**src/rtl/line_endpoint_latch.sv**
```systemverilog
// Line endpoint shadow latch: orders and clamps endpoint pairs, commits at frame start.
// Optional LINE_SMOOTH_EN averages each new pair into the shadow register.
`timescale 1ns/1ps
module line_endpoint_latch #(
    parameter int H_ACTIVE = 1280,
    parameter int V_ACTIVE = 720
) (
    input  logic        clk_in,
    input  logic        rst_in,
    input  logic [10:0] hcount_in,
    input  logic [9:0]  vcount_in,
    input  logic        valid_in,
    output logic        ready_out,
    input  logic [10:0] xa_in,
    input  logic [9:0]  ya_in,
    input  logic [10:0] xb_in,
    input  logic [9:0]  yb_in,
    output logic [10:0] x1_out,
    output logic [9:0]  y1_out,
    output logic [10:0] x2_out,
    output logic [9:0]  y2_out,
    output logic        line_rst_out,
    output logic        steep_out,
    output logic [7:0]  drop_cnt_out
);

    localparam logic [10:0] X_MAX = 11'(H_ACTIVE - 1);
    localparam logic [9:0]  Y_MAX = 10'(V_ACTIVE - 1);

    typedef enum logic {IDLE, SORT} state_t;

    state_t      state;
    logic        pending;
    logic [10:0] st_xa, st_xb;
    logic [9:0]  st_ya, st_yb;
    logic [10:0] sh_x1, sh_x2;
    logic [9:0]  sh_y1, sh_y2;

    logic        swap, frame_start, commit, steep_c;
    logic [10:0] cx1, cx2, nx1, nx2;
    logic [9:0]  cy1, cy2, ny1, ny2;
    logic signed [11:0] dx, dy, ady;

    assign ready_out   = (state == IDLE) && !rst_in;
    assign frame_start = (hcount_in == 11'(H_ACTIVE)) &&
                         (vcount_in == 10'(V_ACTIVE));
    assign commit      = frame_start && pending;

    // Clamping after the swap is monotonic, so x1<=x2 survives it.
    always_comb begin
        swap = st_xa > st_xb;
        cx1  = swap ? st_xb : st_xa;
        cy1  = swap ? st_yb : st_ya;
        cx2  = swap ? st_xa : st_xb;
        cy2  = swap ? st_ya : st_yb;
        if (cx1 > X_MAX) cx1 = X_MAX;
        if (cx2 > X_MAX) cx2 = X_MAX;
        if (cy1 > Y_MAX) cy1 = Y_MAX;
        if (cy2 > Y_MAX) cy2 = Y_MAX;
    end

`ifdef LINE_SMOOTH_EN
    logic has_shadow;

    function automatic logic [10:0] avg_x(input logic [10:0] a,
                                          input logic [10:0] b);
        logic [11:0] s;
        s = {1'b0, a} + {1'b0, b};
        return s[11:1];
    endfunction

    function automatic logic [9:0] avg_y(input logic [9:0] a,
                                         input logic [9:0] b);
        logic [11:0] s;
        s = {2'b0, a} + {2'b0, b};
        return s[10:1];
    endfunction

    always_comb begin
        nx1 = has_shadow ? avg_x(sh_x1, cx1) : cx1;
        nx2 = has_shadow ? avg_x(sh_x2, cx2) : cx2;
        ny1 = has_shadow ? avg_y(sh_y1, cy1) : cy1;
        ny2 = has_shadow ? avg_y(sh_y2, cy2) : cy2;
    end

    always_ff @(posedge clk_in) begin
        if (rst_in)
            has_shadow <= 1'b0;
        else if (state == SORT)
            has_shadow <= 1'b1;
    end
`else
    always_comb begin
        nx1 = cx1;
        nx2 = cx2;
        ny1 = cy1;
        ny2 = cy2;
    end
`endif

    always_comb begin
        dx      = $signed({1'b0, sh_x2}) - $signed({1'b0, sh_x1});
        dy      = $signed({2'b0, sh_y2}) - $signed({2'b0, sh_y1});
        ady     = (dy < 0) ? -dy : dy;
        steep_c = ady > dx;
    end

    always_ff @(posedge clk_in) begin
        if (rst_in) begin
            state        <= IDLE;
            pending      <= 1'b0;
            st_xa        <= '0;
            st_ya        <= '0;
            st_xb        <= '0;
            st_yb        <= '0;
            sh_x1        <= '0;
            sh_y1        <= '0;
            sh_x2        <= '0;
            sh_y2        <= '0;
            x1_out       <= '0;
            y1_out       <= '0;
            x2_out       <= '0;
            y2_out       <= '0;
            line_rst_out <= 1'b0;
            steep_out    <= 1'b0;
            drop_cnt_out <= '0;
        end else begin
            line_rst_out <= commit;
            if (commit) begin
                x1_out    <= sh_x1;
                y1_out    <= sh_y1;
                x2_out    <= sh_x2;
                y2_out    <= sh_y2;
                steep_out <= steep_c;
                pending   <= 1'b0;
            end
            case (state)
                IDLE: begin
                    if (valid_in) begin
                        st_xa <= xa_in;
                        st_ya <= ya_in;
                        st_xb <= xb_in;
                        st_yb <= yb_in;
                        state <= SORT;
                    end
                end
                SORT: begin
                    sh_x1   <= nx1;
                    sh_y1   <= ny1;
                    sh_x2   <= nx2;
                    sh_y2   <= ny2;
                    pending <= 1'b1;
                    // A pair that commits this edge was not overwritten.
                    if (pending && !commit && drop_cnt_out != 8'hFF)
                        drop_cnt_out <= drop_cnt_out + 8'd1;
                    state <= IDLE;
                end
                default: state <= IDLE;
            endcase
        end
    end

endmodule
```
**config.mk**
```make
export PLATFORM = sky130hd
export DESIGN_NAME = line_endpoint_latch
export DESIGN_NICKNAME = d
export VERILOG_FILES = /design/src/rtl/line_endpoint_latch.sv
export SDC_FILE = /design/constraint.sdc
export NUM_CORES = 1
export LEC_CHECK = 0
export ABC_AREA = 0
export BUFFER_PORTS_ARGS = -buffer_cell sky130_fd_sc_hd__buf_4
export CORE_ASPECT_RATIO = 2
export CORE_MARGIN = 2
export CORE_UTILIZATION = 45
export CTS_BUF_LIST = sky130_fd_sc_hd__clkbuf_16
export DETAILED_ROUTE_END_ITERATION = 8
export PLACE_DENSITY = 0.72
export SLEW_MARGIN = 20
export SYNTH_ARGS = -nofsm -noshare
export SYNTH_HDL_FRONTEND = slang
export SYNTH_SLANG_ARGS = --single-unit
```
**constraint.sdc**
```tcl
create_clock -name clk_in -period 7.75 [get_ports clk_in]
set_clock_uncertainty 0.15 [all_clocks]
set_input_delay 2.325 -clock clk_in [delete_from_list [all_inputs] [get_ports clk_in]]
set_output_delay 2.325 -clock clk_in [all_outputs]
set_load 0.01 [all_outputs]
```
==> run metrics <==
synthesized net count=1,024; ant diodes=0; final setup violation count=0; met1 Use GR=22.9%; worst-skew pair later-pin latency=410 ps; PD cells=243 nW/um^2; worst endpoint required time=5280 ps; Avg WL per Cell=14.4 microns; top-count cell post-synth=nand2_1; NumNets Final=1,121; Reg area=2760 sq um; status=finished clean; Synth top cells by count=nand2_1 (194), dfxtp_1 (138), a21oi_1 (126); GR Util All Layers=20.7%; top-area cell type share of the netlist area=38.1%; EDFF count, synth=0; initial antenna violation count=0; area delta synth->final=21.1%; post-synthesis cell area=7250 sq um; Syn Inst Count=910; core area=15,800 sq um; die width=93.8 microns; RSZ-0062 raised after global routing=false; syn_area_per_cell=7.97 sq um; grt met3 use=3.16%; 1st-iter DRT viols=266; Worst-Margin Slew=883 ps; # H-tree levels=4; Seq pwr share=36.1%; post-CTS setup buffers=0; gr busiest metal=met2; top post-synthesis cells by area=dfxtp_1 (38%), nand2_1 (10%), a21oi_1 (8.7%), ha_1 (7.9%), nor2_1 (3.4%); gr ovfl total=0; fillers=1,574; Max Clock Freq=167 MHz; vias in the first global route=6,102; I/O Pins=119; synthesized flop and latch total=138; Lkg Pwr=3.52 nW; gp weighted congestion=0.901; crit path DAT=3500 ps; Hold Crit Class=flop to flop; Reg clk slew, reported paths=50 ps; worst vdd rail ir drop=0.163 mV; P_sw=687 uW; worst hold slack=302 ps; CP Buf/Inv Count=2; cts hold-fix bufs=0; Routed Wire Length=17,500 microns; synth unique cells=59; yosys warns=0; CP Cell Sequence=buf_4 -> nor2_1 -> buf_4; CP max FO=51; Worst Setup End Kind=output pin; Final Hold Fails=0; # resized after CTS=0; DRC viols=0; M2 GR Usage=38.0%; PortBufs=118; Max Root-Sink Buffers=2; layout cells sized above 1=17.2%; setup TNS=0 ps; Via Count=6,533; Seq/Total Area, Yosys=38.1%; die footprint=17,200 sq um; multi-input logic area=4130 sq um; leading area contributor after synthesis=dfxtp_1; CTS root buf=clkbuf_16; commonest register cell after synthesis=dfxtp_1; final worst slack=1780 ps; Crit-path slowest cell=nor2_1; Via density=5.35; DP HPWL=13,100 microns; power share of the combinational group=30.4%; ys async rst share=0%; first-pass GRT wire length=28,700 microns; Site Rows=65; CTS Buf Count=17; Initial Utilization=45.9%; worst setup path category=input port to output pin; Clk pwr share=33.5%; max-cap violations=0; internal power=1.44 mW; Slew headroom=41.2%; count of pins over their slew limit=0; maximum number of pins on one net before global-route repair=82; antenna viol nets, final=0; Setup crit start kind=input port; die extent in y=184 microns; Place WS=1740 ps; family with the most delay on the worst path=simple AND/OR/NAND/NOR gates; final instance area=8780 sq um; Final Cycle Share=77.1%; CTS tree=yes; largest stage delay on the critical path=660 ps; clk sinks=138; Post-Place Cell Area=8260 sq um; min cycle time layout=5970 ps; First-pass DRT Iterations=4; Sw Share=32.2%; most used cell along the critical path=buf_4
## per-layer routing
metal  routed length, microns  up-vias  part of all wire [%]
li1                         -     3362                     -
met1                     6980     3027                    40
met2                     9550      110                    54
met3                      480       34                   2.7
met4                      525        0                   3.0
met5                        0        -                     0
## cells in the final DEF (no fill, tap or decap), types with 20 or more instances in the layout
master	n
o21ai_0	30
a311oi_1	21
nand2_1	194
buf_4	126
a21oi_1	126
ha_1	46
nand3_1	20
inv_1	48
dfxtp_1	137
nor2_1	65
mux2i_1	20
## power groups by stage
stage	combinational [mW]	sequential [mW]	clock (mW)
6_report	0.647	0.769	0.713
5_1_grt	0.726	0.773	0.762
4_1_cts	0.645	0.769	0.729
3_5_place_dp	0.642	0.784	0
2_1_floorplan	0.505	0.773	0
3_3_place_gp	0.628	0.783	0
## layout make-up
| class | count | area share, % |
|---|---|---|
| multi-input combinational | 679 | 47.0 |
| clock buffer | 17 | 4.85 |
| tap | 201 | 2.87 |
| timing repair buffer | 126 | 10.8 |
| clock inverter | 14 | 1.07 |
| sequential | 138 | 31.5 |
| inverter | 45 | 1.92 |
## worst reg2reg max path, stage by stage, from the launching register on
cell      delay, ps
dfxtp_1         390
ha_1            200
inv_1            60
fa_1            400
a21o_1          190
a22oi_1         230
a21oi_1         100
nor2_1          160
o21ai_1         260
mux2_2          390
ha_1            310
nor2b_1         140
o21a_1          160
o21a_1          160
o21a_1          160
o21ai_0         190
a221o_1         180
a211oi_1         60
## logic make-up (layout without fill, tap and decap cells)
family | Yosys count | count (layout) | synth area share [%]
compound gates | 237 | 237 | 21.2
xor+xnor | 29 | 29 | 3.50
fa+ha+maj | 48 | 48 | 8.49
buf+inv | 93 | 202 | 5.01
flops | 138 | 138 | 38.1
mux | 25 | 25 | 3.54
other cells | 1 | 1 | 0.0517
simple gates | 339 | 339 | 20.1
## stage by stage
step	utilization, %	cells	power [mW]
after floorplan	-	910	1.28
after global placement	52.3	1189	1.41
final	55.6	1220	2.13
after detailed placement	52.3	1189	1.43
after global routing	55.6	1220	2.26
after CTS	55.6	1220	2.14
## sequential cells by signal, indices dropped and copies added (netlist names)
name,cells
pending,1
sh_x2,11
st_ya,10
sh_x1,11
x1_out,11
steep_out,1
st_xb,11
y1_out,10
state,1
x2_out,11
sh_y1,10
st_xa,11
line_rst_out,1
y2_out,10
drop_cnt_out,8
st_yb,10
sh_y2,10
## worst paths after layout
kind	start	endpoint	slack, ps	cells past startpoint
max	rst_in	ready_out	1780	3
min	x1_out[8]	x1_out[8]	300	2
max reg2reg	sh_y1[0]	steep_out	3720	17
min reg2reg	x1_out[8]	x1_out[8]	300	2
Note: power is estimated with default switching activity, not from simulation.
